**src/rtl/regfile_scoreboard.sv**
```systemverilog
// Multi-read-port register file with hardwired zero register, optional write-to-read
// bypass and a per-register busy scoreboard between decode/issue and writeback.

module regfile_scoreboard_rdport #(
  parameter int WIDTH    = 64,
  parameter int DEPTH    = 32,
  parameter int ADDR_W   = 5,
  parameter int ZERO_REG = 31,
  parameter bit BYPASS   = 1'b1
) (
  input  logic [ADDR_W-1:0]            i_addr,
  input  logic [DEPTH-1:0][WIDTH-1:0]  i_regs,
  input  logic [DEPTH-1:0]             i_busy,
  input  logic                         i_wr_en,
  input  logic [ADDR_W-1:0]            i_wr_reg,
  input  logic [WIDTH-1:0]             i_wr_data,
  output logic [WIDTH-1:0]             o_data,
  output logic                         o_busy
);
  localparam logic [ADDR_W-1:0] ZR = ADDR_W'(ZERO_REG);

  always_comb begin
    o_data = i_regs[i_addr];
    o_busy = i_busy[i_addr];
    if (BYPASS && i_wr_en && (i_wr_reg == i_addr)) begin
      o_data = i_wr_data;
      o_busy = 1'b0;
    end
    // Zero register overrides everything, including a forwarded write.
    if (i_addr == ZR) begin
      o_data = '0;
      o_busy = 1'b0;
    end
  end
endmodule

module regfile_scoreboard #(
  parameter int WIDTH    = 64,
  parameter int DEPTH    = 32,
  parameter int NUM_RD   = 2,
  parameter int ZERO_REG = 31,
  parameter bit BYPASS   = 1'b1,
  localparam int ADDR_W  = $clog2(DEPTH)
) (
  input  logic                     clk,
  input  logic                     reset_n,
  input  logic [NUM_RD*ADDR_W-1:0] readReg,
  output logic [NUM_RD*WIDTH-1:0]  readData,
  output logic [NUM_RD-1:0]        readBusy,
  input  logic [ADDR_W-1:0]        writeReg,
  input  logic [WIDTH-1:0]         writeData,
  input  logic                     regWrEn,
  input  logic                     busySet,
  input  logic [ADDR_W-1:0]        busyReg
);
  localparam logic [ADDR_W-1:0] ZR = ADDR_W'(ZERO_REG);

  logic [DEPTH-1:0][WIDTH-1:0] r_regs;
  logic [DEPTH-1:0]            r_busy;
  logic [DEPTH-1:0]            w_busy_nxt;

  // Set is applied after clear so a new producer issued on the writeback edge wins.
  always_comb begin
    w_busy_nxt = r_busy;
    if (regWrEn) w_busy_nxt[writeReg] = 1'b0;
    if (busySet) w_busy_nxt[busyReg]  = 1'b1;
    w_busy_nxt[ZR] = 1'b0;
  end

  always_ff @(posedge clk or negedge reset_n) begin
    if (!reset_n) begin
      r_regs <= '0;
      r_busy <= '0;
    end else begin
      if (regWrEn && (writeReg != ZR)) r_regs[writeReg] <= writeData;
      r_busy <= w_busy_nxt;
    end
  end

  for (genvar p = 0; p < NUM_RD; p++) begin : g_rd
    regfile_scoreboard_rdport #(
      .WIDTH(WIDTH), .DEPTH(DEPTH), .ADDR_W(ADDR_W),
      .ZERO_REG(ZERO_REG), .BYPASS(BYPASS)
    ) u_rd (
      .i_addr   (readReg[p*ADDR_W +: ADDR_W]),
      .i_regs   (r_regs),
      .i_busy   (r_busy),
      .i_wr_en  (regWrEn),
      .i_wr_reg (writeReg),
      .i_wr_data(writeData),
      .o_data   (readData[p*WIDTH +: WIDTH]),
      .o_busy   (readBusy[p])
    );
  end
endmodule

```
**config.mk**
```make
export PLATFORM = sky130hd
export DESIGN_NAME = regfile_scoreboard
export DESIGN_NICKNAME = d
export VERILOG_FILES = /design/src/rtl/regfile_scoreboard.sv
export SDC_FILE = /design/constraint.sdc
export NUM_CORES = 2
export LEC_CHECK = 0
export BUFFER_PORTS_ARGS = -buffer_cell sky130_fd_sc_hd__buf_4
export CAP_MARGIN = 20
export CORE_MARGIN = 2
export CORE_UTILIZATION = 30
export CTS_CLUSTER_DIAMETER = 120
export DETAILED_ROUTE_END_ITERATION = 10
export HOLD_SLACK_MARGIN = 0.15
export PLACE_DENSITY_LB_ADDON = 0.08
export RECOVER_POWER = 25
export SETUP_SLACK_MARGIN = 0.4
export SLEW_MARGIN = 20
export SYNTH_ARGS = -nofsm -noshare
export SYNTH_HDL_FRONTEND = slang
export SYNTH_SLANG_ARGS = --single-unit
export TNS_END_PERCENT = 20
```
**constraint.sdc**
```tcl
create_clock -name clk -period 6.7 [get_ports clk]
set_input_delay 1.005 -clock clk [delete_from_list [all_inputs] [get_ports clk]]
set_output_delay 1.005 -clock clk [all_outputs]
set_load 0.005 [all_outputs]
```
==> metrics.txt <==
outcome complete, but fails checks; failing checks capacitance limit, slew limit; DRT iter0 DRCs 4,922; synthesized area 0.111 mm²; Critical Path Stages 5; post-synthesis cell type count 45; Slowest Stage Delay on Critical Path 3550 ps; sequential share of the synthesized area 47.0%; Initial Util 30.2%; critical path fanouts, max 34; GRT overflow 0; Via density 5.67; async set-or-reset flop fraction in the synthesized netlist 100%; WL final 421,000 µm; Antenna Violating Nets Remaining 0; CTS Buf Count 270; Psw 10.9 mW; Setup TNS 0 ps; Synth Register Bits 2,079; Slowest cell on crit path clkbuf_1; Post-Synth Simple-Gate Area 1.23%; mux contribution to synthesized area 43.4%; critical path type in2reg; xor and xnor area share after synthesis 0.0792%; endpoints failing setup 0; crit path cell chain clkbuf_1 -> nand3_1 -> nor2_4 -> clkbuf_1 -> mux2_2; root buf cell clkbuf_16; clock sink count 2,079; clock share of power 37.5%; width of the die 611 µm; synth warn 0; Post-synth EDFFs 0; CTS tree built; Maximum Capacitance Violations 29; vias 69,200; final instance area 0.126 mm²; CTS max path bufs 4; clock transition at the registers of the reported paths 60 ps; Die Y 611 µm; initial antenna violation count 27; Crit path max-delay family buffers and inverters; row cnt 222; peak supply drop 194 µV; nets 7,266; CP endpoint kind register; synthesized area per cell 15.1 µm²; detailed-route DRC error count 0; global-route usage over all layers 22.4%; vias in the first global route 73,800; RSZ-0062 raised after global routing no; GPL Wtd Cong 0.768; Hold Crit Depth 0; Clock Skew 0 ps; share of post-route cells with drive strength above 1 51.6%; pin count of the biggest net entering global routing 149; share of synthesized cell area in full adder, half adder and majority cells 0%; Comb pwr share 20.0%; syn nets 7,412; Detail Placement HPWL 244,000 µm; CTS resizes 0; reg-to-reg slack, setup 5860 ps; routed wire length per instance 34.5 µm; Final min period 5870 ps; Max-slew headroom -239%; # IOs 218; Hold Crit Class reg2reg; Seq pwr share 42.5%; dpl cell area 0.118 mm²; Lkg Pwr 54.1 nW; Post-synth top flop dfrtp_1; hold buffer count at CTS 1; commonest non-fill, non-tap cells in the layout 2,079 x dfrtp_1, 1,987 x mux2_2, 938 x mux4_2, 452 x mux2i_1, 371 x buf_4; pwr/cell area 311 mW/mm²; CP arrival 6650 ps; die area 0.373 mm²; first-pass GRT wire length 596,000 µm; Post-Syn Instances 7,324; largest family of logic cells by synthesized area multiplexers; Hold Fails Final Rpt 0; Tcrit/Tclk final 87.6%; Pint 28.3 mW; Crit path required time 7480 ps; crit start category input pin; P&R area growth vs syn 14.0%; Sw Share 27.8%; post-CTS setup buffers 0; WP buf/inv 2; Max Slew Vio Count 867; commonest non-fill, non-tap cell in the layout dfrtp_1; f_max 170 MHz; worst-skew pair later-pin latency 890 ps; Pre-antenna DRT Iters 5; complex-gate fraction of the synthesized area 4.79%; # port buffers 217; end-of-flow core utilization 34.4%; CP dominant cell by count clkbuf_1; Register-to-Register Path Depth 2; Slew @ Worst Pin 5080 ps; total core area 0.366 mm²; CTS H-tree depth 5
[layout make-up]
class / count / area (µm²)
clock buffers: 425 / 8190
multi-input cells: 4357 / 55000
fillers: 35100 / 240000
well taps: 4816 / 6030
diodes: 6 / 15.0
inverters: 10 / 37.5
repair buffers: 460 / 4130
clock inverters: 49 / 576
flip-flops and latches: 2079 / 52000
[power by group through the flow]
stage	logic [mW]	clock network (mW)	registers [mW]
after detailed placement	7.92	0	16.8
after CTS	7.94	15.1	16.6
after global placement	7.80	0	16.7
after floorplan	5.72	0	16.2
final	7.82	14.7	16.7
after global routing	8.38	15.7	17.0
[layer usage]
| layer | GRT usage [%] | up-vias | wire length, µm |
|---|---|---|---|
| li1 | - | 28200 | - |
| met4 | 6.91 | 8 | 13900 |
| met2 | 37.4 | 1774 | 205000 |
| met1 | 30.2 | 38500 | 184000 |
| met5 | 0 | - | 54 |
| met3 | 2.87 | 646 | 17900 |
[synthesized netlist by cell type (2+ instances only)]
cell	count	area [µm²]
a2111oi_0	57	499
a211oi_1	64	480
a21o_1	54	405
a21oi_1	83	415
a22o_1	86	753
a22oi_1	287	2150
and2_1	7	43.8
and3_1	3	18.8
and3b_1	3	26.3
buf_1	52	195
buf_2	212	1060
buf_4	33	248
buf_6	8	90.1
clkbuf_1	573	2150
dfrtp_1	2079	52000
inv_1	10	37.5
mux2_2	1987	22400
mux2i_1	452	4520
mux4_2	938	21100
nand2_1	28	105
nand2b_1	3	18.8
nand3_1	67	335
nand3b_1	13	97.6
nand4_1	3	18.8
nor2_1	22	82.6
nor2b_1	69	432
nor3_1	12	60.1
nor3b_1	7	52.6
o21ai_0	13	65.1
o21bai_1	4	30.0
o22ai_1	65	407
o31ai_1	7	52.6
or2_2	3	18.8
xnor2_1	8	70.1
xor2_1	2	17.5
[through the flow]
stage	setup WS [ps]	instances	total power [mW]	hold WS, ps
final	832	12200	39.2	390
after floorplan	2800	7324	22.0	440
after global placement	786	11700	24.5	375
after global routing	699	12200	41.0	403
after CTS	1320	12200	39.7	393
after detailed placement	1330	11700	24.8	382
[sequential cells by signal, indices dropped and copies added, names as in the netlist]
signal	count
r_regs	2048
r_busy	31
[worst register-to-register path, stage by stage (launching register included)]
cell and delay (ps):
dfrtp_1 380, inv_1 60, o22ai_1 80
[cells by family after synthesis]
kind of cell    count (synthesis)
buf+inv                       888
xor+xnor                       10
mux                          3377
simple gates                  246
flops                        2079
compound gates                724
[worst paths after layout]
check / startpoint / endpoint
worst max-delay path: writeReg[3] / r_regs[1945]$_DFFE_PN0P_
worst min-delay path: r_regs[1994]$_DFFE_PN0P_ / r_regs[1994]$_DFFE_PN0P_
worst max register to register: r_busy[26]$_DFF_PN0_ / r_busy[26]$_DFF_PN0_
worst min register to register: r_regs[1994]$_DFFE_PN0P_ / r_regs[1994]$_DFFE_PN0P_
max in group asynchronous: reset_n / r_regs[958]$_DFFE_PN0P_
min in group asynchronous: reset_n / r_regs[1591]$_DFFE_PN0P_
Power figures use the tool's default switching activity.
